File: src/rtl/wb_timer_if.sv
// Wishbone classic bus bundle for the timer/compare peripheral.
// Signal names follow the responder's point of view (_i into the timer, _o out of it).
interface wb_timer_if;
  logic        cyc_i;
  logic        stb_i;
  logic        we_i;
  logic [3:0]  sel_i;
  logic [1:0]  adr_i;
  logic [31:0] dat_i;
  logic [31:0] dat_o;
  logic        ack_o;

  modport master (output cyc_i, stb_i, we_i, sel_i, adr_i, dat_i, input dat_o, ack_o);
  modport slave  (input cyc_i, stb_i, we_i, sel_i, adr_i, dat_i, output dat_o, ack_o);
endinterface

File: src/rtl/wb_timer.sv
// Wishbone classic timer/compare responder: prescaled up-counter, compare match
// flag (W1C) and a registered level interrupt gated by CTRL.IE.
module wb_timer #(
  parameter int CWIDTH  = 32,
  parameter int PSWIDTH = 8
) (
  input  logic        clk_i,
  input  logic        rst_i,
  wb_timer_if.slave   wb,
  output logic        irq_o
);
  localparam logic [1:0]  A_CTRL = 2'd0, A_COUNT = 2'd1, A_CMP = 2'd2, A_STAT = 2'd3;
  localparam logic [31:0] CTRL_MASK = 32'h7 | (((32'd1 << PSWIDTH) - 32'd1) << 8);

  logic [31:0]         ctrl;
  logic [CWIDTH-1:0]   count, compare;
  logic [PSWIDTH-1:0]  ps_cnt, presc;
  logic                match, en, auto_rl, ie;
  logic                access, wr, rd, tick, hit, ps_wr;
  logic                wr_ctrl, wr_count, wr_cmp, wr_stat;
  logic [31:0]         wmask, count_ext, cmp_ext, ctrl_mrg, count_mrg, cmp_mrg, rdata;

  assign access = wb.cyc_i & wb.stb_i & ~wb.ack_o;
  assign wr     = access & wb.we_i;
  assign rd     = access & ~wb.we_i;

  assign wr_ctrl  = wr && (wb.adr_i == A_CTRL);
  assign wr_count = wr && (wb.adr_i == A_COUNT);
  assign wr_cmp   = wr && (wb.adr_i == A_CMP);
  assign wr_stat  = wr && (wb.adr_i == A_STAT);

  for (genvar b = 0; b < 4; b++) begin : g_lane
    assign wmask[8*b +: 8] = {8{wb.sel_i[b]}};
  end

  assign count_ext = 32'(count);
  assign cmp_ext   = 32'(compare);
  assign ctrl_mrg  = (ctrl      & ~wmask) | (wb.dat_i & wmask);
  assign count_mrg = (count_ext & ~wmask) | (wb.dat_i & wmask);
  assign cmp_mrg   = (cmp_ext   & ~wmask) | (wb.dat_i & wmask);

  assign en      = ctrl[0];
  assign auto_rl = ctrl[1];
  assign ie      = ctrl[2];
  assign presc   = ctrl[8 +: PSWIDTH];

  // Tick decisions use the CTRL value already registered, so a CTRL write lands next cycle.
  assign tick  = en && (ps_cnt == presc);
  assign hit   = (count == compare);
  assign ps_wr = wr_ctrl && (|wmask[8 +: PSWIDTH]);

  always_comb begin
    rdata = '0;
    case (wb.adr_i)
      A_CTRL:  rdata = ctrl;
      A_COUNT: rdata = count_ext;
      A_CMP:   rdata = cmp_ext;
      A_STAT:  rdata = {31'b0, match};
      default: rdata = '0;
    endcase
  end

  always_ff @(posedge clk_i or negedge rst_i) begin
    if (!rst_i) begin
      wb.ack_o <= 1'b0;
      wb.dat_o <= '0;
    end else begin
      wb.ack_o <= access;
      if (rd) wb.dat_o <= rdata;
    end
  end

  always_ff @(posedge clk_i or negedge rst_i) begin
    if (!rst_i) begin
      ctrl   <= '0;
      ps_cnt <= '0;
    end else begin
      if (wr_ctrl) ctrl <= ctrl_mrg & CTRL_MASK;
      if (ps_wr || !en || tick) ps_cnt <= '0;
      else                      ps_cnt <= ps_cnt + PSWIDTH'(1);
    end
  end

  // A bus write to COUNT overrides the tick update in the same cycle.
  always_ff @(posedge clk_i or negedge rst_i) begin
    if (!rst_i) begin
      count   <= '0;
      compare <= '1;
    end else begin
      if (wr_count)  count <= count_mrg[CWIDTH-1:0];
      else if (tick) count <= (hit && auto_rl) ? '0 : count + CWIDTH'(1);
      if (wr_cmp) compare <= cmp_mrg[CWIDTH-1:0];
    end
  end

  // Match-set has priority over a coincident W1C.
  always_ff @(posedge clk_i or negedge rst_i) begin
    if (!rst_i) begin
      match <= 1'b0;
      irq_o <= 1'b0;
    end else begin
      if (tick && hit)                              match <= 1'b1;
      else if (wr_stat && wb.sel_i[0] && wb.dat_i[0]) match <= 1'b0;
      irq_o <= match & ie;
    end
  end
endmodule

File: src/flat_wrapper.sv
// flat-port wrapper written by rule: the top's interface ports become plain ports
module wb_timer_flat 
#(
  parameter int CWIDTH  = 32,
  parameter int PSWIDTH = 8
)
  (clk_i, rst_i, irq_o, wb_cyc_i, wb_stb_i, wb_we_i, wb_sel_i, wb_adr_i, wb_dat_i, wb_dat_o, wb_ack_o);
  wb_timer_if wb_i ();
  input  logic clk_i;
  input  logic rst_i;
  output logic irq_o;
  input wire logic [$bits(wb_i.cyc_i)-1:0] wb_cyc_i;
  input wire logic [$bits(wb_i.stb_i)-1:0] wb_stb_i;
  input wire logic [$bits(wb_i.we_i)-1:0] wb_we_i;
  input wire logic [$bits(wb_i.sel_i)-1:0] wb_sel_i;
  input wire logic [$bits(wb_i.adr_i)-1:0] wb_adr_i;
  input wire logic [$bits(wb_i.dat_i)-1:0] wb_dat_i;
  output wire logic [$bits(wb_i.dat_o)-1:0] wb_dat_o;
  output wire logic [$bits(wb_i.ack_o)-1:0] wb_ack_o;
  assign wb_i.cyc_i = wb_cyc_i;
  assign wb_i.stb_i = wb_stb_i;
  assign wb_i.we_i = wb_we_i;
  assign wb_i.sel_i = wb_sel_i;
  assign wb_i.adr_i = wb_adr_i;
  assign wb_i.dat_i = wb_dat_i;
  assign wb_dat_o = wb_i.dat_o;
  assign wb_ack_o = wb_i.ack_o;
  wb_timer #(.CWIDTH(CWIDTH), .PSWIDTH(PSWIDTH)) u_core (.clk_i(clk_i), .rst_i(rst_i), .wb(wb_i), .irq_o(irq_o));
endmodule
File: config.mk
export PLATFORM = sky130hd
export DESIGN_NAME = wb_timer_flat
export DESIGN_NICKNAME = d
export VERILOG_FILES = /design/src/rtl/wb_timer_if.sv /design/src/rtl/wb_timer.sv /design/src/flat_wrapper.sv
export SDC_FILE = /design/constraint.sdc
export NUM_CORES = 1
export LEC_CHECK = 0
export BUFFER_PORTS_ARGS = -buffer_cell sky130_fd_sc_hd__buf_2
export CAP_MARGIN = 20
export CORE_ASPECT_RATIO = 1.75
export CORE_UTILIZATION = 35
export CTS_CLUSTER_SIZE = 30
export DETAILED_ROUTE_END_ITERATION = 8
export REMOVE_ABC_BUFFERS = 1
export SLEW_MARGIN = 20
export SYNTH_ARGS = -nofsm -noshare
export SYNTH_HDL_FRONTEND = slang
export SYNTH_SLANG_ARGS = --single-unit
File: constraint.sdc
create_clock -name clk_i -period 1.8 [get_ports clk_i]
set_input_delay 0.27 -clock clk_i [delete_from_list [all_inputs] [get_ports clk_i]]
set_output_delay 0.27 -clock clk_i [all_outputs]
set_load 0.1 [all_outputs]
[Word-level counts from Yosys, hierarchy flattened]
Cells that the tools add are included.
Operators by class
  bitwise logic cells: 15
  multiplexer cells: 7
  reductions and logical operators: 16
  add/subtract/negate cells: 2
  equal/unequal tests: 5
Operator list (count)
  $pmux 32 s4: 1
  $and 32x32->32: 3
  $mux 32: 3
  $or 32x32->32: 2
  $add 32x1->32 const B: 1
  $eq 32x32->1: 1
  $not 32->32: 1
  $and 16x16->16: 1
  $or 16x16->16: 1
  $logic_and 1x1->1: 10
  $add 8x1->8 const B: 1
  $eq 8x8->1: 1
  $mux 8: 1
  $and 1x1->1: 5
  $eq 2x2->1 const B: 2
  $reduce_bool 2->1: 2
  $eq 2x1->1 const B: 1
  $logic_not 2->1: 1
  $logic_or 1x1->1: 2
  $mux 1: 2
  $not 1->1: 2
  $logic_not 1->1: 1
Storage, ports and cells
  logic and storage cells: 53
  bits of input ports: 43
  output and inout port bits: 34
  flip-flop bits (word level): 118

[Depth between registers and ports, before layout]
  depth after elaboration: 8
  gate-level depth with buffers: 9
  mapped depth without buffers: 7

[Least setup slack after synthesis]
No wires, ideal clock.
  path type: register to register
  from: register u_core.wb.ack_o
  to: register with a tool-made name
  path buffers: 1
  cell stages (with the launch flop): 8
  data required time: 1.720 ns
  library setup time: 0.080 ns
  data arrival time: 2.295 ns
  period minus slack after synthesis: 2.375 ns
  path slack: -0.575 ns
  cell sequence: dfrtp_1 > nand4b_1 > nor2b_4 > nor4_4 > a21oi_2 > buf_6 > or3_1 > o211ai_2
RTL lines
  start: declaration: RTL line wb_timer_if.sv:14  | modport slave (input cyc_i, stb_i, we_i, sel_i, adr_i, dat_i, output dat_o, ack_o);
  start signal: assignment: RTL line wb_timer.sv:68  | wb.ack_o <= access;

==> flow_summary.yaml <==
pwr:
  leakage_nw: 4.05
  finalPower_mw: 10.9
  p_per_area_nw_per_um2: 1190
  ir_drop_mv: 0.589
critical_path:
  worstPathArrival_ns: 2.35
  slowest_delay_ns: 0.54
  criticalPathCategory: "flip-flop to flip-flop"
  crit_chain: "xnor2_1 > nand4_1 > nor4_4 > nand3_4 > buf_6 > buf_16 > a31oi_2 > o22ai_1"
  cp-end-kind: "flip-flop"
  worst-path-buf-inv: 2
  crit_slowest_cell: "dfstp_2"
  reg2reg_depth: 8
  cp_max_fo: 5
  startpoint_type: "flip-flop"
  crit_cells: 8
  required_ns: 2.08
  crit_family: "simple AND/OR/NAND/NOR gates"
die:
  dieHeight_um: 183
  die-area_sq_um: 19300
  design.portCount: 77
  fp-row-count: 65
  initial_core_util: 0.360
  die_w_um: 106
  core_sq_um: 18200
timing:
  hold_ws_ns: 0.0941
  relSlewSlack: 0.668
  tightest_slew_ns: 0.502
  skew_ns: 0.0108
  post-route-period-util: 1.15
  slew_violations: 0
  fmax_ghz: 0.482
  setup_viol: 32
  final.min_clock_period_ns: 2.07
  hold_viol_final: 0
  fin_ws_ns: -0.273
  rsz0062_at_grt: "true"
layout:
  multi_input_area_sq_um: 3500
  final_nets: 895
  antenna_cells: 0
  syn_to_final_growth_pct: 39.8
  regArea_sq_um: 2990
  utilization: 0.504
  drive_gt1_frac: 0.457
  n_fill_cell: 1710
clock_network:
  root_buffer: "clkbuf_16"
  clk_path_buf_depth: 2
  h-tree-depth: 4
  clkTransAtPathRegs_ns: 0.06
  worstSkewPairLatency_ns: 0.43
  cts_buffers: 17
  cts.sinks: 118
  cts_tree: "built"
detailed_routing:
  wl_mm: 20.3
  first_pass_iters: 5
  antenna_left: 0
  wl_per_cell_um: 18.5
  drc: 0
  drt-initial-drc-count: 300
  vias: 5969
  via_per_inst: 5.44
logic_synthesis:
  yosysUniqueCellTypes: 55
  synth_top_cells_by_count: "86 x dfrtp_1, 65 x a21oi_1, 54 x nor2_1"
  yosys_warnings: 0
  synth-main-ff-cell: "dfrtp_1"
  ys_seq_elements: 118
  synth_top_area_frac: 0.328
  synthCells: 652
  synth_area_leaders: "dfrtp_1 33%, dfstp_2 13%, mux2_2 7.6%"
  synth.most_common_cell: "dfrtp_1"
  syn_area_sq_um: 6560
  avgSynthCellArea_sq_um: 10.1
  yosysTopAreaCell: "dfrtp_1"
  synthArstFlopShare: 1.00
  yosysSeqAreaShare: 0.456
  synth-edff-count: 0
min_path:
  min_path_type: "primary input to flip-flop"
  whs_path_depth: 2
outcome:
  outcome: "finished, violations left"
  violations: "setup timing"
global_route:
  grt_antenna_before_repair: 0
  overflow: 0
  grt_pass1_wl_mm: 32.1
  grt_pass1_vias: 6198
  grt_max_degree: 63
  grt_usage: 0.218
placement:
  post-dp-hpwl_mm: 15.0
  io_buffers: 76
  gp_congestion: 0.901
flow_run:
  cap_violations: 0
==> final timing paths <==
path,startpoint,endpoint,slack (ns)
worst max-delay path,flip-flop,flip-flop,-0.27
worst min-delay path,wb_dat_i[18],flip-flop,0.09
worst max register to register,flip-flop,flip-flop,-0.27
worst min register to register,u_core.wb.dat_o[0],u_core.wb.dat_o[0],0.51
max in group asynchronous,rst_i,async pin,1.03
min in group asynchronous,rst_i,u_core.wb.dat_o[14],0.19
==> power by group <==
group	total [mW]	leakage [nW]	internal [mW]	switching [mW]
sequential	3.53	1.31	3.18	0.349
clock	3.45	0.286	2.12	1.33
combinational	3.96	2.46	1.46	2.50
total	10.9	4.05	6.77	4.17
==> per-layer routing <==
| metal | GRT usage | vias to the layer above | wire length [um] |
|---|---|---|---|
| met3 | 0.0366 | 59 | 692 |
| met1 | 0.222 | 2929 | 7350 |
| met4 | 0.120 | 0 | 919 |
| met5 | 0 | - | 0 |
| li1 | - | 2813 | - |
| met2 | 0.415 | 168 | 11400 |
==> metrics by stage <==
step,worst slack [ns],cell area [sq um],instances,TNS (ns)
after CTS,-0.263,9010,1095,-6.45
after global placement,-0.391,8210,1054,-8.95
final,-0.273,9180,1097,-6.74
after floorplan,-2.91,6300,597,-125.80
after global routing,-0.356,9180,1097,-9.48
after detailed placement,-0.414,8210,1054,-10.67
==> placed cells by master, fill, tap and decap left out, types with 25 or more instances in the layout <==
cell type / instances
nand2_1: 25
mux2_2: 43
xnor2_1: 30
nand4_1: 41
a21oi_1: 64
and3_1: 25
buf_4: 139
dfstp_2: 32
buf_2: 75
dfrtp_1: 86
nor2_1: 54
==> logic make-up after synthesis <==
logic type      after synthesis  synth area share
compound gates              144             0.141
xor+xnor                     46            0.0671
fa+ha+maj                     2           0.00381
buf+inv                      63            0.0448
flops                       118             0.456
mux                          55            0.0948
simple gates                224             0.193
==> what timing repair did <==
action,in CTS,in global routing
hold buffers,1,0
cloned,1,1
hold endpoints to repair,86,0
setup buffers,7,4
pin swaps,14,21
resized for setup,24,22
setup endpoints to repair,37,76
==> cell type report <==
type	instances	share of cell area
Timing Repair Buffer	234	0.192
Sequential cell	118	0.326
Clock buffer	19	0.0494
Multi-Input combinational cell	471	0.381
Tap cell	234	0.0319
Clock inverter	13	0.0162
Inverter	8	0.00327
Power figures use the tool's default switching activity.
